--- src/rtl/bnn_apb_regfile_if.sv ---
// APB3 bus bundle for the BNN accelerator register file.
// The master drives the request; the slave returns ready, read data and error.
interface bnn_apb_regfile_if #(
  parameter int unsigned ADDR_W = 32
);
  logic [ADDR_W-1:0] paddr;
  logic              psel;
  logic              penable;
  logic              pwrite;
  logic [31:0]       pwdata;
  logic              pready;
  logic [31:0]       prdata;
  logic              pslverr;

  modport master (
    output paddr, psel, penable, pwrite, pwdata,
    input  pready, prdata, pslverr
  );

  modport slave (
    input  paddr, psel, penable, pwrite, pwdata,
    output pready, prdata, pslverr
  );
endinterface

--- src/rtl/bnn_apb_regfile.sv ---
// APB3 control/status register file for the BNN systolic accelerator:
// config registers, start pulses, sticky done/start_err status and a level interrupt.
module bnn_apb_regfile #(
  parameter int unsigned ADDR_W     = 32,
  parameter int unsigned ROW_W      = 5,
  parameter int unsigned COL_W      = 5,
  parameter int unsigned ACT_ADDR_W = 11,
  parameter int unsigned BATCH_W    = 6,
  parameter logic [31:0] VERSION    = 32'h0002_0000
) (
  input  logic                  clk,
  input  logic                  resetn,
  bnn_apb_regfile_if.slave      s_apb,
  input  logic                  array_busy,
  input  logic                  array_done,
  output logic                  weight_transfer,
  output logic                  systolic_start,
  output logic [ROW_W-1:0]      last_row,
  output logic [COL_W-1:0]      last_col,
  output logic [ACT_ADDR_W-1:0] activations_addr_start,
  output logic [BATCH_W-1:0]    batch,
  output logic                  irq
);

  localparam logic [2:0] OFF_CTRL     = 3'd0;
  localparam logic [2:0] OFF_LAST_ROW = 3'd1;
  localparam logic [2:0] OFF_LAST_COL = 3'd2;
  localparam logic [2:0] OFF_ACT_ADDR = 3'd3;
  localparam logic [2:0] OFF_BATCH    = 3'd4;
  localparam logic [2:0] OFF_STATUS   = 3'd5;
  localparam logic [2:0] OFF_IRQ_EN   = 3'd6;
  localparam logic [2:0] OFF_VERSION  = 3'd7;

  logic                  r_weight_transfer;
  logic                  r_systolic_start;
  logic [ROW_W-1:0]      r_last_row;
  logic [COL_W-1:0]      r_last_col;
  logic [ACT_ADDR_W-1:0] r_act_addr;
  logic [BATCH_W-1:0]    r_batch;
  logic                  r_irq_en;
  logic                  r_done;
  logic                  r_start_err;
  logic                  r_irq;

  logic        w_access;
  logic        w_wr;
  logic        w_rd;
  logic [2:0]  w_off;
  logic        w_misalign;
  logic        w_start_rej;
  logic        w_err;
  logic        w_wr_ok;
  logic        w_ctrl_wr;
  logic        w_status_wr;
  logic [31:0] w_rdata;
  logic        w_unused;

  assign w_access   = s_apb.psel & s_apb.penable;
  assign w_wr       = w_access & s_apb.pwrite;
  assign w_rd       = w_access & ~s_apb.pwrite;
  assign w_off      = s_apb.paddr[4:2];
  assign w_misalign = (s_apb.paddr[1:0] != 2'b00);

  // Only an aligned CTRL write can be a rejected start; misaligned accesses touch nothing.
  assign w_start_rej = w_wr & ~w_misalign & (w_off == OFF_CTRL) & s_apb.pwdata[1] & array_busy;
  assign w_err       = w_access & (w_misalign | (w_wr & (w_off == OFF_VERSION)) | w_start_rej);
  assign w_wr_ok     = w_wr & ~w_err;
  assign w_ctrl_wr   = w_wr_ok & (w_off == OFF_CTRL);
  assign w_status_wr = w_wr_ok & (w_off == OFF_STATUS);

  always_ff @(posedge clk or negedge resetn) begin
    if (!resetn) begin
      r_weight_transfer <= 1'b0;
      r_systolic_start  <= 1'b0;
      r_last_row        <= '0;
      r_last_col        <= '0;
      r_act_addr        <= '0;
      r_batch           <= '0;
      r_irq_en          <= 1'b0;
      r_done            <= 1'b0;
      r_start_err       <= 1'b0;
      r_irq             <= 1'b0;
    end else begin
      r_weight_transfer <= w_ctrl_wr & s_apb.pwdata[0];
      r_systolic_start  <= w_ctrl_wr & s_apb.pwdata[1];
      if (w_wr_ok) begin
        case (w_off)
          OFF_LAST_ROW: r_last_row <= s_apb.pwdata[ROW_W-1:0];
          OFF_LAST_COL: r_last_col <= s_apb.pwdata[COL_W-1:0];
          OFF_ACT_ADDR: r_act_addr <= s_apb.pwdata[ACT_ADDR_W-1:0];
          OFF_BATCH:    r_batch    <= s_apb.pwdata[BATCH_W-1:0];
          OFF_IRQ_EN:   r_irq_en   <= s_apb.pwdata[0];
          default:      ;
        endcase
      end
      // Set beats W1C when both land on the same edge.
      r_done      <= array_done  | (r_done      & ~(w_status_wr & s_apb.pwdata[1]));
      r_start_err <= w_start_rej | (r_start_err & ~(w_status_wr & s_apb.pwdata[2]));
      r_irq       <= r_irq_en & (r_done | r_start_err);
    end
  end

  always_comb begin
    w_rdata = 32'h0;
    if (w_rd && !w_err) begin
      case (w_off)
        OFF_LAST_ROW: w_rdata = 32'(r_last_row);
        OFF_LAST_COL: w_rdata = 32'(r_last_col);
        OFF_ACT_ADDR: w_rdata = 32'(r_act_addr);
        OFF_BATCH:    w_rdata = 32'(r_batch);
        OFF_STATUS:   w_rdata = {29'h0, r_start_err, r_done, array_busy};
        OFF_IRQ_EN:   w_rdata = {31'h0, r_irq_en};
        OFF_VERSION:  w_rdata = VERSION;
        default:      w_rdata = 32'h0;
      endcase
    end
  end

  // Bus responses are forced low while reset is asserted so an aborted access is silent.
  assign s_apb.pready  = resetn & w_access;
  assign s_apb.pslverr = resetn & w_err;
  assign s_apb.prdata  = resetn ? w_rdata : 32'h0;

  assign weight_transfer        = r_weight_transfer;
  assign systolic_start         = r_systolic_start;
  assign last_row               = r_last_row;
  assign last_col               = r_last_col;
  assign activations_addr_start = r_act_addr;
  assign batch                  = r_batch;
  assign irq                    = r_irq;

  assign w_unused = ^{s_apb.paddr, s_apb.pwdata};

endmodule

--- src/flat_wrapper.sv ---
// flat-port wrapper written by rule: the top's interface ports become plain ports
module bnn_apb_regfile_flat 
#(
  parameter int unsigned ADDR_W     = 32,
  parameter int unsigned ROW_W      = 5,
  parameter int unsigned COL_W      = 5,
  parameter int unsigned ACT_ADDR_W = 11,
  parameter int unsigned BATCH_W    = 6,
  parameter logic [31:0] VERSION    = 32'h0002_0000
)
  (clk, resetn, array_busy, array_done, weight_transfer, systolic_start, last_row, last_col, activations_addr_start, batch, irq, s_apb_paddr, s_apb_psel, s_apb_penable, s_apb_pwrite, s_apb_pwdata, s_apb_pready, s_apb_prdata, s_apb_pslverr);
  bnn_apb_regfile_if #(.ADDR_W(ADDR_W)) s_apb_i ();
  input  logic clk;
  input  logic resetn;
  input  logic array_busy;
  input  logic array_done;
  output logic weight_transfer;
  output logic systolic_start;
  output logic [ROW_W-1:0] last_row;
  output logic [COL_W-1:0] last_col;
  output logic [ACT_ADDR_W-1:0] activations_addr_start;
  output logic [BATCH_W-1:0] batch;
  output logic irq;
  input wire logic [$bits(s_apb_i.paddr)-1:0] s_apb_paddr;
  input wire logic [$bits(s_apb_i.psel)-1:0] s_apb_psel;
  input wire logic [$bits(s_apb_i.penable)-1:0] s_apb_penable;
  input wire logic [$bits(s_apb_i.pwrite)-1:0] s_apb_pwrite;
  input wire logic [$bits(s_apb_i.pwdata)-1:0] s_apb_pwdata;
  output wire logic [$bits(s_apb_i.pready)-1:0] s_apb_pready;
  output wire logic [$bits(s_apb_i.prdata)-1:0] s_apb_prdata;
  output wire logic [$bits(s_apb_i.pslverr)-1:0] s_apb_pslverr;
  assign s_apb_i.paddr = s_apb_paddr;
  assign s_apb_i.psel = s_apb_psel;
  assign s_apb_i.penable = s_apb_penable;
  assign s_apb_i.pwrite = s_apb_pwrite;
  assign s_apb_i.pwdata = s_apb_pwdata;
  assign s_apb_pready = s_apb_i.pready;
  assign s_apb_prdata = s_apb_i.prdata;
  assign s_apb_pslverr = s_apb_i.pslverr;
  bnn_apb_regfile #(.ADDR_W(ADDR_W), .ROW_W(ROW_W), .COL_W(COL_W), .ACT_ADDR_W(ACT_ADDR_W), .BATCH_W(BATCH_W), .VERSION(VERSION)) u_core (.clk(clk), .resetn(resetn), .s_apb(s_apb_i), .array_busy(array_busy), .array_done(array_done), .weight_transfer(weight_transfer), .systolic_start(systolic_start), .last_row(last_row), .last_col(last_col), .activations_addr_start(activations_addr_start), .batch(batch), .irq(irq));
endmodule
--- config.mk ---
export PLATFORM = sky130hd
export DESIGN_NAME = bnn_apb_regfile_flat
export DESIGN_NICKNAME = d
export VERILOG_FILES = /design/src/rtl/bnn_apb_regfile_if.sv /design/src/rtl/bnn_apb_regfile.sv /design/src/flat_wrapper.sv
export SDC_FILE = /design/constraint.sdc
export NUM_CORES = 1
export LEC_CHECK = 0
export CAP_MARGIN = 25
export CORE_ASPECT_RATIO = 1.4
export CORE_UTILIZATION = 31
export DETAILED_ROUTE_END_ITERATION = 10
export PLACE_DENSITY = 0.76
export SKIP_CTS_REPAIR_TIMING = 1
export SYNTH_ARGS = -nofsm -noshare
export SYNTH_HDL_FRONTEND = slang
export SYNTH_SLANG_ARGS = --single-unit
--- constraint.sdc ---
create_clock -name clk -period 1.6 [get_ports clk]
set_clock_uncertainty 0.1 [all_clocks]
set_input_delay 0.32 -clock clk [delete_from_list [all_inputs] [get_ports clk]]
set_output_delay 0.32 -clock clk [all_outputs]
set_load 0.02 [all_outputs]
Word-level counts from Yosys, hierarchy flattened
Cells that the tools add are included.
Word-level totals
  flip-flop bits (word level): 33
  input bits: 71
Operators by class
  muxes and demuxes: 3
  equality and inequality tests: 7
  bitwise logic cells: 31
  reduce and logical (&&, ||, !) cells: 9
Operator list (number)
  $pmux 18 s7: 1
  $mux 32: 2
  $and 1x1->1: 21
  $eq 3x3->1 const B: 4
  $reduce_and 2->1: 5
  $eq 3x2->1 const B: 2
  $not 1->1: 5
  $or 1x1->1: 5
  $eq 3x1->1 const B: 1
  $logic_not 3->1: 1
  $reduce_bool 2->1: 1
  $logic_and 1x1->1: 1
  $logic_not 1->1: 1

Longest topological paths before layout
  word-level depth: 15
  mapped depth: 5

Worst setup path before layout
Ideal clock, no wire load.
  path type: input to output
  start point: input port s_apb_paddr[1]
  end point: output port s_apb_prdata[1]
  data required time: 1.180 ns
  slack: -0.358 ns
  data arrival time: 1.538 ns
  cell stages on the path: 4
  cells stage by stage: or2_1 buf_6 or4_4 a21oi_1
On the way
  cells in the longest elaborated chain, start to end: 12
  elaborated cells between the ends (all ways): 13
RTL lines
  start, declared: RTL line flat_wrapper.sv:24  | input wire logic [$bits(s_apb_i.paddr)-1:0] s_apb_paddr;
  $reduce_bool 2->1 *: RTL line bnn_apb_regfile.sv:62  | assign w_misalign = (s_apb.paddr[1:0] != 2'b00);
  $not 1->1: RTL line bnn_apb_regfile.sv:65  | assign w_start_rej = w_wr & ~w_misalign & (w_off == OFF_CTRL) & s_apb.pwdata[1] & array_busy;
  $and 1x1->1 (4 in series): RTL line bnn_apb_regfile.sv:65
  $or 1x1->1 *: RTL line bnn_apb_regfile.sv:66  | assign w_err = w_access & (w_misalign | (w_wr & (w_off == OFF_VERSION)) | w_start_rej);
  $and 1x1->1 *: RTL line bnn_apb_regfile.sv:66
  $logic_not 1->1 *: RTL line bnn_apb_regfile.sv:105  | if (w_rd && !w_err) begin
  $logic_and 1x1->1 *: RTL line bnn_apb_regfile.sv:105
  $mux 32 *: RTL line bnn_apb_regfile.sv:105
  $mux 32 *: RTL line bnn_apb_regfile.sv:122  | assign s_apb.prdata = resetn ? w_rdata : 32'h0;
  end, declared: RTL line flat_wrapper.sv:30  | output wire logic [$bits(s_apb_i.prdata)-1:0] s_apb_prdata;
Every way passes the cells marked *; elsewhere a longest branch is shown, timed or not.

Worst setup path after layout
  start point: input port s_apb_paddr[0]
  end point: output port s_apb_prdata[0]
Same word-level chain as after synthesis.

==> reports/summary.txt <==
Worst-path fanout max: 5
Drt wl/cell: 15.4 um
Setup crit end kind: output pin
Hold Crit Class: in2async
CTS Buf Count: 5
Clock network power share: 0.306
Post-DR vias/cell: 4.76
TritonCTS clock tree: built
# DRC: 0
Ys flop type: dfrtp_1
Post-synth top area share: 0.441
Synth warn: 0
First-pass GRT wire length: 8330 um
Psw: 659 uW
R2R depth: 2
Layout Nets: 370
Register area share after synthesis: 0.441
Vias in the first global route: 1763
Die width: 67.7 um
Crit-path cells: buf_6, or2_4, or4_4, a211oi_4, buf_6
Die height: 93.9 um
Critical path arrival: 1.68 ns
Crit Reg-Reg Startpoint: u_core.last_row[3]
CTS H-tree depth: 2
Kind of critical path: in2out
Worst VDD drop: 0.000551 V
Core area: 5820 sq um
Clk_lat worst skew: 0.28 ns
Yosys cell types: 37
Num ports: 135
Global-route usage over all layers: 0.178
Switching Fraction: 0.288
Post-route ant nets: 0
Final worst slack: -0.503 ns
Largest net degree at the start of global routing: 34
Fill count: 472
Finished Layout Cells: 370
Finish-stage setup viols: 23
Failing checks: negative setup slack
Cell area after layout: 3400 sq um
Post-DP HPWL: 4170 um
Setup WS pre-CTS: -1.24 ns
Die footprint: 6350 sq um
Outcome: complete, but fails checks
Effective utilization at floorplan: 0.321
Syn_area_per_cell: 11.2 sq um
Diode count: 0
Drt pass-1 iters: 4
Layout area overhead: 81.6%
Internal: 1.63 mW
Worst stage delay on the critical path: 0.62 ns
Final worst-path cycle share: 1.31
Routed WL: 5680 um
Post-synth EDFFs: 0
Mapped Area: 1870 sq um
Num rows: 33
Root buf cell: clkbuf_8
Post-DP Area: 3010 sq um
Final Max Slew Viols: 0
Leak: 2.15 nW
I/O Buffers: 66
Clock-pin slew on the worst setup and hold paths: 0.07 ns
Startpoint types: input port
Fraction of registers with async set/reset: 1.00
Combinational share of power: 0.287
Sequential power share: 0.407
P per Cell Area: 674 nW/um^2
Ratio of cells with drive above 1 in the final layout: 0.497
Mapped Cells: 167
DR vias: 1763
CP max stage cell: or4_4
Clk buf depth: 2
Total gr overflow: 0
FMAX: 0.475 GHz
Most frequent CP cell: buf_6
Initial drt markers: 57
Synth Register Bits: 33
Hold Violations, Final: 0
Max Cap Violations: 0
Initial antenna violation count: 0
Final worst path period need: 2.10 ns
Post-Place Cells: 355
Post-synth top area cell: dfrtp_1
Worst Path Required: 1.18 ns
Clk sinks: 33
Area contributors post-synth: dfrtp_1, mux2_2, buf_4
Placer congestion estimate: 0.880
Count leader, synth: dfrtp_1
RSZ-0062 raised after global routing: true
Commonest cells post-synth: dfrtp_1, mux2_2, buf_4
Critical Path Start: s_apb_paddr[0]
TNS Setup: -4.06 ns
-- critical path, delay by kind of cell --
family	cells	cell delay (ns)
AO/OA/AOI/OAI	1	0.24
buffers and inverters	2	0.23
AND/OR/NAND/NOR	2	0.88
-- cells in the final DEF (no fill, tap or decap), drive strengths merged, types with 3 or more instances in the layout --
cell | synthesis | layout
dlymetal6s2s | 0 | 37
and2 | 5 | 5
a21oi | 7 | 7
and3 | 4 | 4
o31ai | 3 | 3
clkbuf | 2 | 9
clkdlybuf4s50 | 0 | 11
buf | 27 | 85
nor2b | 4 | 4
mux2 | 33 | 33
nand3b | 6 | 6
nand4 | 3 | 3
nand2 | 6 | 6
conb | 1 | 20
dfrtp | 33 | 33
nand3 | 5 | 5
mux2i | 3 | 3
-- worst paths after layout --
kind                                                    endpoint  slack [ns]
worst max-delay path                             s_apb_prdata[0]       -0.50
worst min-delay path                                  u_core.irq        0.03
worst max register to register                u_core.last_row[3]        0.58
worst min register to register  u_core.activations_addr_start[6]        0.45
max in group asynchronous       u_core.activations_addr_start[4]        1.04
min in group clk                           u_core.systolic_start        0.27
-- registers in the layout, indices dropped and copies added, names as in the netlist --
| signal | count |
|---|---|
| u_core.irq | 1 |
| u_core.weight_transfer | 1 |
| u_core.r_irq_en | 1 |
| u_core.batch | 6 |
| u_core.r_start_err | 1 |
| u_core.last_col | 5 |
| u_core.r_done | 1 |
| u_core.activations_addr_start | 11 |
| u_core.systolic_start | 1 |
| u_core.last_row | 5 |
-- power groups by stage --
stage / clock network, mW / registers (mW) / logic [mW]
after floorplan: 0 / 1.02 / 0.215
after global placement: 0 / 0.942 / 0.612
after detailed placement: 0 / 0.946 / 0.621
after CTS: 0.726 / 0.930 / 0.624
after global routing: 0.754 / 0.938 / 0.699
final: 0.701 / 0.932 / 0.656
-- layer usage --
metal  GRT usage  part of all wire
met5           0                 0
met4      0.0621            0.0083
met2       0.296              0.53
met3      0.0376             0.056
met1       0.221              0.41
-- final cells by class --
type	instances	area [sq um]	area share
clock buffers	7	96.3	0.0284
flip-flops and latches	33	826	0.243
clock inverters	1	5.00	0.00147
repair buffers	135	1300	0.384
inverters	2	7.51	0.00221
multi-input cells	122	1070	0.315
well taps	70	87.6	0.0258
-- cell families after synthesis --
family,share of synthesized area
compound gates,0.0816
buf+inv,0.112
flops,0.441
mux,0.215
other cells,0.00200
simple gates,0.148
-- stage by stage --
step,utilization,power [mW],hold slack [ns]
floorplan,-,1.24,-0.0756
global placement,0.516,1.55,0.411
detailed placement,0.516,1.57,0.423
CTS,0.534,2.28,0.388
global route,0.583,2.39,0.0788
finish,0.583,2.29,0.0318
Note: power is estimated with default switching activity, not from simulation.
